**config.mk**
```make
export PLATFORM = sky130hd
export DESIGN_NAME = cpu_mem_responder_flat
export DESIGN_NICKNAME = d
export VERILOG_FILES = /design/src/rtl/cpu_mem_responder_if.sv /design/src/rtl/cpu_mem_responder.sv /design/src/flat_wrapper.sv
export SDC_FILE = /design/constraint.sdc
export NUM_CORES = 2
export LEC_CHECK = 0
export ABC_AREA = 1
export CAP_MARGIN = 25
export CORE_AREA = 4 4 472 474
export CTS_CLUSTER_DIAMETER = 120
export CTS_CLUSTER_SIZE = 40
export DETAILED_ROUTE_END_ITERATION = 7
export DIE_AREA = 0 0 476 478
export PLACE_DENSITY = 0.63
export SLEW_MARGIN = 20
export SYNTH_ARGS = -nofsm -noshare
export SYNTH_HDL_FRONTEND = slang
export SYNTH_SLANG_ARGS = --single-unit
```
**constraint.sdc**
```tcl
create_clock -name clk -period 12.51 [get_ports clk]
set_clock_uncertainty 0.1 [all_clocks]
set_input_delay 2.502 -clock clk [delete_from_list [all_inputs] [get_ports clk]]
set_output_delay 2.502 -clock clk [all_outputs]
set_load 0.03 [all_outputs]
```
**src/rtl/cpu_mem_responder_if.sv**
```systemverilog
// Request/response channel between the CPU memory initiator and the memory responder.
// The request and response channels are independent valid/ready handshakes.
interface cpu_mem_responder_if #(
  parameter int ADDR_W = 8,
  parameter int DATA_W = 8
);
  logic              req_valid;
  logic              req_ready;
  logic              req_write;
  logic [ADDR_W-1:0] req_addr;
  logic [DATA_W-1:0] req_wdata;
  logic              rsp_valid;
  logic              rsp_ready;
  logic [DATA_W-1:0] rsp_rdata;
  logic              rsp_err;

  modport master (
    output req_valid, req_write, req_addr, req_wdata, rsp_ready,
    input  req_ready, rsp_valid, rsp_rdata, rsp_err
  );

  modport slave (
    input  req_valid, req_write, req_addr, req_wdata, rsp_ready,
    output req_ready, rsp_valid, rsp_rdata, rsp_err
  );
endinterface

```
**src/rtl/cpu_mem_responder.sv**
```systemverilog
// Memory-side responder for the CPU load/store/fetch bus: one request at a time,
// programmable wait states, register-array memory, out-of-range addresses flagged.
//
// state   | meaning
// --------+-----------------------------------------------------------
// ST_IDLE | req_ready high, waiting for a request
// ST_WAIT | request latched, counting down wait states
// ST_RESP | rsp_valid high, response held until rsp_ready
module cpu_mem_responder #(
  parameter int ADDR_W      = 8,
  parameter int DATA_W      = 8,
  parameter int DEPTH       = 256,
  parameter int WAIT_CYCLES = 2
) (
  input logic                 clk,
  input logic                 reset,
  cpu_mem_responder_if.slave  bus
);

  localparam int IDX_W = (DEPTH > 1) ? $clog2(DEPTH) : 1;
  localparam logic [ADDR_W:0] DEPTH_LIM = (ADDR_W + 1)'(DEPTH);
  localparam logic [3:0] WAIT_LOAD = (WAIT_CYCLES > 0) ? 4'(WAIT_CYCLES - 1) : 4'd0;

  typedef enum logic [1:0] {ST_IDLE, ST_WAIT, ST_RESP} state_t;

  state_t            state;
  logic [3:0]        cnt;
  logic              lat_write;
  logic [ADDR_W-1:0] lat_addr;
  logic [DATA_W-1:0] lat_wdata;
  logic [DATA_W-1:0] mem [DEPTH];

  logic              accept;
  logic              do_access;
  logic              acc_write;
  logic              acc_in_range;
  logic [ADDR_W-1:0] acc_addr;
  logic [DATA_W-1:0] acc_wdata;
  logic [IDX_W-1:0]  acc_idx;

  assign bus.req_ready = (state == ST_IDLE) && reset;
  assign accept        = bus.req_valid && bus.req_ready;

  // With zero wait states the access happens on the acceptance edge, straight from the bus.
  always_comb begin
    acc_write = lat_write;
    acc_addr  = lat_addr;
    acc_wdata = lat_wdata;
    do_access = 1'b0;
    if (state == ST_IDLE) begin
      acc_write = bus.req_write;
      acc_addr  = bus.req_addr;
      acc_wdata = bus.req_wdata;
      do_access = accept && (WAIT_CYCLES == 0);
    end else if (state == ST_WAIT) begin
      do_access = (cnt == 4'd0);
    end
    acc_in_range = {1'b0, acc_addr} < DEPTH_LIM;
    acc_idx      = acc_addr[IDX_W-1:0];
  end

  always_ff @(posedge clk) begin
    if (do_access && acc_write && acc_in_range) begin
      mem[acc_idx] <= acc_wdata;
    end
  end

  always_ff @(posedge clk or negedge reset) begin
    if (!reset) begin
      state         <= ST_IDLE;
      cnt           <= 4'd0;
      lat_write     <= 1'b0;
      lat_addr      <= '0;
      lat_wdata     <= '0;
      bus.rsp_valid <= 1'b0;
      bus.rsp_rdata <= '0;
      bus.rsp_err   <= 1'b0;
    end else begin
      case (state)
        ST_IDLE: begin
          if (accept) begin
            lat_write <= bus.req_write;
            lat_addr  <= bus.req_addr;
            lat_wdata <= bus.req_wdata;
            if (WAIT_CYCLES == 0) begin
              state <= ST_RESP;
            end else begin
              state <= ST_WAIT;
              cnt   <= WAIT_LOAD;
            end
          end
        end
        ST_WAIT: begin
          if (cnt == 4'd0) begin
            state <= ST_RESP;
          end else begin
            cnt <= cnt - 4'd1;
          end
        end
        ST_RESP: begin
          if (bus.rsp_ready) begin
            state         <= ST_IDLE;
            bus.rsp_valid <= 1'b0;
            bus.rsp_rdata <= '0;
            bus.rsp_err   <= 1'b0;
          end
        end
        default: state <= ST_IDLE;
      endcase

      if (do_access) begin
        bus.rsp_valid <= 1'b1;
        bus.rsp_err   <= !acc_in_range;
        bus.rsp_rdata <= (acc_in_range && !acc_write) ? mem[acc_idx] : '0;
      end
    end
  end

endmodule
```
**src/flat_wrapper.sv**
```systemverilog
// flat-port wrapper written by rule: the top's interface ports become plain ports
module cpu_mem_responder_flat 
#(
  parameter int ADDR_W      = 8,
  parameter int DATA_W      = 8,
  parameter int DEPTH       = 256,
  parameter int WAIT_CYCLES = 2
)
  (clk, reset, bus_req_valid, bus_req_write, bus_req_addr, bus_req_wdata, bus_rsp_ready, bus_req_ready, bus_rsp_valid, bus_rsp_rdata, bus_rsp_err);
  cpu_mem_responder_if #(.ADDR_W(ADDR_W), .DATA_W(DATA_W)) bus_i ();
  input logic clk;
  input logic reset;
  input wire logic [$bits(bus_i.req_valid)-1:0] bus_req_valid;
  input wire logic [$bits(bus_i.req_write)-1:0] bus_req_write;
  input wire logic [$bits(bus_i.req_addr)-1:0] bus_req_addr;
  input wire logic [$bits(bus_i.req_wdata)-1:0] bus_req_wdata;
  input wire logic [$bits(bus_i.rsp_ready)-1:0] bus_rsp_ready;
  output wire logic [$bits(bus_i.req_ready)-1:0] bus_req_ready;
  output wire logic [$bits(bus_i.rsp_valid)-1:0] bus_rsp_valid;
  output wire logic [$bits(bus_i.rsp_rdata)-1:0] bus_rsp_rdata;
  output wire logic [$bits(bus_i.rsp_err)-1:0] bus_rsp_err;
  assign bus_i.req_valid = bus_req_valid;
  assign bus_i.req_write = bus_req_write;
  assign bus_i.req_addr = bus_req_addr;
  assign bus_i.req_wdata = bus_req_wdata;
  assign bus_i.rsp_ready = bus_rsp_ready;
  assign bus_req_ready = bus_i.req_ready;
  assign bus_rsp_valid = bus_i.rsp_valid;
  assign bus_rsp_rdata = bus_i.rsp_rdata;
  assign bus_rsp_err = bus_i.rsp_err;
  cpu_mem_responder #(.ADDR_W(ADDR_W), .DATA_W(DATA_W), .DEPTH(DEPTH), .WAIT_CYCLES(WAIT_CYCLES)) u_core (.clk(clk), .reset(reset), .bus(bus_i));
endmodule
```
# After elaboration in Yosys (flattened, before gate mapping)
# Memories as Yosys holds them, arrays and structs flattened.
# Index checks and enable logic that the tools add are counted.
# word_totals
ram_bits,2048
register_bits,33
latch_bits,0
output_inout_bits,11
input_bits,21
wordCells,50
mem_bits_ro,0
memories,1
# memory_table
memory,words,word_bits,read_ports,rd_ports_with_merged_regs,write_ports,line,text
u_core.mem,256,8,1,0,1,cpu_mem_responder.sv:31,logic [DATA_W-1:0] mem [DEPTH];
# classes
n_eq_ne,6
muxes,22
magnitude_cmp,0
bitwise,0
reduce_logical,12
div_mod_pow,0
multipliers,0
shift,0
n_addsub,1
# op_table
op,n
8-bit 2-to-1 mux,6
1-bit 2-to-1 mux,9
4-bit 2-to-1 mux,2
4-bit case mux with 2 select lines,1
2-bit 2-to-1 mux,3
"2-bit inequality test, second input constant",3
2-bit case mux with 3 select lines,1
3-bit AND reduction,2
2-bit nonzero test,3
4-bit zero test,1
2-bit AND reduction,2
"4-bit by 1-bit subtractor with 4-bit output, second input constant",1
1-bit logical AND,3
"2-bit by 1-bit == test with 1-bit output, second input constant",1
"2-bit == test, second input constant",1
2-bit zero test,1
"2-bit by 1-bit inequality test with 1-bit output, second input constant",1

# Depth between registers and ports, before layout
# depth
word_depth,6
depth_mapped,21
ltp_nobuf,18

# Worst setup path after synthesis
# Ideal clock, no wire load.
# synth_timing
path_kind,input to register
from,input bus_req_wdata[2]
to,"memory u_core.mem[0][2], data pin"
path_buffers,0
stages,2
required_ps,10221
setup_time_ps,2189
slack_ps,-2226
t_arrival_ps,12447
cell_sequence,inv_1 o21ai_0
# synth_via
elab_chain_len,1
# synth_rtl
item,line,text
start: declaration,flat_wrapper.sv:16,input wire logic [$bits(bus_i.req_wdata)-1:0] bus_req_wdata;
8-bit 2-to-1 mux,cpu_mem_responder.sv:50,if (state == ST_IDLE) begin
named net u_core.acc_wdata[2],cpu_mem_responder.sv:38,logic [DATA_W-1:0] acc_wdata;
end: declaration,cpu_mem_responder.sv:31,
# The timed path passes the listed nets, and every way through them passes these cells.

# Worst setup path in the final report
# layout_timing
from,input reset
to,output bus_req_ready
# layout_via
elab_chain_len,1
# layout_rtl
item,line,text
start: declaration,flat_wrapper.sv:12,input logic reset;
1-bit logical AND,cpu_mem_responder.sv:41,assign bus.req_ready = (state == ST_IDLE) && reset;
end: declaration,flat_wrapper.sv:18,output wire logic [$bits(bus_i.req_ready)-1:0] bus_req_ready;
# No other way between the ends.

==> run summary <==
The run finished with clean final reports. The flip-flop cell with the highest count after synthesis is sky130_fd_sc_hd__edfxtp_1. The buffer count from post-CTS setup fixing came out at 0. The later-pin clock latency in the skew report is 770 ps.

The final critical-path share of the clock period is 55.7%. The share of synthesized registers carrying an async set or reset is 1.54%. The CTS buffer count is 58. The pin count of the biggest net entering global routing came out at 194. The post-detailed-placement half-perimeter wirelength is 141000 um. The die footprint is 228000 um^2. The time the final worst path needs with I/O delays and setup is 6970 ps. The setup TNS is 0 ps. The peak fanout along the critical path is 33. The all-layer global routing usage is 21.4%. The average detailed-routed wire length per instance came out at 20.6 um.

The maximum buffer depth of the clock tree came out at 3. TritonCTS built the clock tree. The area growth from synthesis to final layout is 5.15%.

The data arrival time of the worst path is 4360 ps. The worst register-to-register path has a setup slack of 6750 ps. The combined area of all synthesized cells is 91500 um^2. The post-route netlist has 2.50% of its cells at a drive strength greater than 1.

Setup repair after global routing left no endpoint under its margin. The total global routing overflow is 0. The data required time at the worst endpoint came out at 9910 ps. The maximum VDD drop is 366 uV. The deepest level of the CTS H-tree came out at 2. The net count after synthesis came out at 9478. Clock-pin slew was measured on the worst setup and hold paths at 140 ps. The cell area reported after detailed placement is 94500 um^2. STA classifies the critical path startpoint as an input port. The final setup violation count is 0. Cell internal power was estimated by the tool at 12.3 mW. The share of power burned in the clock network is 12.5%. Headroom to the max-slew limit came out at 22.7%. The number of design-rule violations left by the first detailed-router iteration came out at 7687. After floorplanning, the core was sized to cover 219000 um^2. Yosys mapped the design onto 31 distinct sky130hd cell types. The worst-margin pin slew came out at 1150 ps. The global placement routability congestion is 0.905. The clock sink count came out at 2080. The total power per unit cell area is 240 nW/um^2. The fmax is 0.144 GHz. CTS placed an instance of sky130_fd_sc_hd__clkbuf_16 at the clock tree root. The routed design has 249000 um of wire. The effective utilization at floorplan came out at 41.8%. For this design, the CTS-stage hold fixing added 0 buffers. The count of endpoints failing hold in the final timing report is 0. The count of input and output buffers came out at 30. The leakage power figure came out at 40.8 nW.

The worst setup path is captured at an output port. The die is 478 um tall. In the routed design, unresolved DRC markers number 0. The critical path is of the in -> out type. The synthesized flop and latch total came out at 2080. The sequential fraction of design power came out at 39.7%. The pre-antenna-repair detailed-routing pass consisted of 6 iterations. Gates resized during post-CTS repair numbered 0. The combinational share of power came out at 47.7%. The number of enable-type register cells in the synthesized netlist came out at 2048. The horizontal die dimension is 476 um. The gate count of the mapped netlist came out at 9456. The final instance area is 96200 um^2. The number of vias in the routed layout is 61500. The first global-routing pass estimated 371000 um of wire. The post-detailed-route via-to-cell ratio came out at 5.08. 32 I/O pins were placed. The count of nets left with antenna violations after detail routing is 0. The max-slew violation count is 0. The post-synthesis sequential area ratio came out at 68.1%. The number of antenna violations at the first check in global routing is 7. The floorplan has 172 rows. The average instance area after synthesis came out at 9.68 um^2. The tool flagged a number of max-cap violations equal to 0.

The tightest min-delay check is of the reg -> reg type. The net count reported at finish is 9230. The switching share of power is 46.7%. The total design power is 23.1 mW.

The number of global-route vias before repair came out at 58100. In this run the power spent charging and discharging nets is 10.8 mW. The Yosys step of the flow raised 0 warnings.
==> routing by layer <==
layer / part of all wire [%] / global-route usage, % / up-vias / wire, um
met5: 0.013 / 0 / - / 33
met1: 42 / 29.8 / 29700 / 104000
met3: 8.7 / 3.49 / 366 / 21800
met4: 3.5 / 6.68 / 4 / 8720
li1: - / - / 29000 / -
met2: 46 / 34.5 / 2509 / 115000
==> cell families after synthesis <==
kind of cell             count (synthesis)  synth area share (%)
adder cells (fa/ha/maj)                  1                0.0137
AO/OA/AOI/OAI                          597                  3.30
flip-flops                            2080                  68.1
AND/OR/NAND/NOR                       4943                  20.7
buffers and inverters                 1834                  7.93
other                                    1               0.00410
==> final cells by class <==
type	instances	area [um^2]
clock inverter	4	92.6
sequential	2080	62300
tap	2871	3590
timing repair buffer	139	1340
multi-input combinational	5542	22200
antenna	1	2.50
clock buffer	83	1550
fill	20600	123000
inverter	1387	5210
==> layout by cell type (no fill, tap or decap), drive strengths merged <==
cell type / count
a2111oi: 1
a21boi: 1
a21oi: 8
and3: 1
buf: 108
bufinv: 1
clkbuf: 84
clkdlybuf4s50: 30
clkinv: 3
conb: 1
dfrtp: 32
diode: 1
edfxtp: 2048
ha: 1
inv: 1387
nand2: 3905
nand3: 124
nand3b: 40
nor2: 858
o21ai: 575
o21bai: 5
o22ai: 6
o31ai: 1
or2: 15
==> registers in the layout, summed over array words and instances (netlist names) <==
name / cells
u_core.lat_write: 1
u_core.bus.rsp_valid: 1
u_core.cnt: 4
u_core.lat_addr: 8
u_core.mem: 2048
u_core.lat_wdata: 8
u_core.bus.rsp_rdata: 8
u_core.state: 2
==> Yosys cell counts (12+ instances only) <==
cell	count	area, um^2
sky130_fd_sc_hd__buf_1	37	139
sky130_fd_sc_hd__buf_2	164	821
sky130_fd_sc_hd__buf_4	34	255
sky130_fd_sc_hd__clkbuf_1	206	773
sky130_fd_sc_hd__dfrtp_1	32	801
sky130_fd_sc_hd__edfxtp_1	2048	61500
sky130_fd_sc_hd__inv_1	1375	5160
sky130_fd_sc_hd__inv_2	12	45.0
sky130_fd_sc_hd__nand2_1	3900	14600
sky130_fd_sc_hd__nand3_1	124	621
sky130_fd_sc_hd__nand3b_1	40	300
sky130_fd_sc_hd__nor2_1	854	3210
sky130_fd_sc_hd__o21ai_0	436	2180
sky130_fd_sc_hd__o21ai_1	138	691
sky130_fd_sc_hd__or2_2	14	87.6
==> per-stage QoR <==
step / hold slack (ps) / cells / util [%] / setup WS [ps]
2_1_floorplan: 334 / 9456 / - / -2230
3_3_place_gp: 349 / 12000 / 43.2 / 4910
3_5_place_dp: 376 / 12000 / 43.2 / 4880
4_1_cts: 400 / 12100 / 43.9 / 5570
5_1_grt: 429 / 12100 / 44.0 / 5370
6_report: 397 / 12100 / 44.0 / 5540
==> power by group through the flow <==
stage	Sequential (mW)	Combinational [mW]	Clock [mW]
5_1_grt	9.19	12.0	3.18
2_1_floorplan	10.2	6.59	0
3_3_place_gp	9.34	10.8	0
6_report	9.19	11.0	2.90
4_1_cts	9.18	10.9	2.94
3_5_place_dp	9.34	10.9	0
==> worst max-delay path, cell delays in order <==
cell	delay, ps
sky130_fd_sc_hd__clkdlybuf4s50_1	450
sky130_fd_sc_hd__buf_4	420
sky130_fd_sc_hd__inv_1	80
sky130_fd_sc_hd__nor2_1	180
sky130_fd_sc_hd__clkdlybuf4s50_1	710
==> path summary, 6_finish.rpt <==
check                                     endpoint       startpoint  cells after the start
min in group asynchronous      u_core.lat_wdata[7]            reset                      2
setup / recovery                     bus_req_ready            reset                      5
hold / removal                       u_core.cnt[3]    u_core.cnt[3]                      1
max in group asynchronous            u_core.cnt[3]            reset                      2
setup reg to reg           u_core.bus.rsp_rdata[7]  u_core.state[0]                     17
hold reg to reg                      u_core.cnt[3]    u_core.cnt[3]                      1
Note: power is estimated with default switching activity, not from simulation.
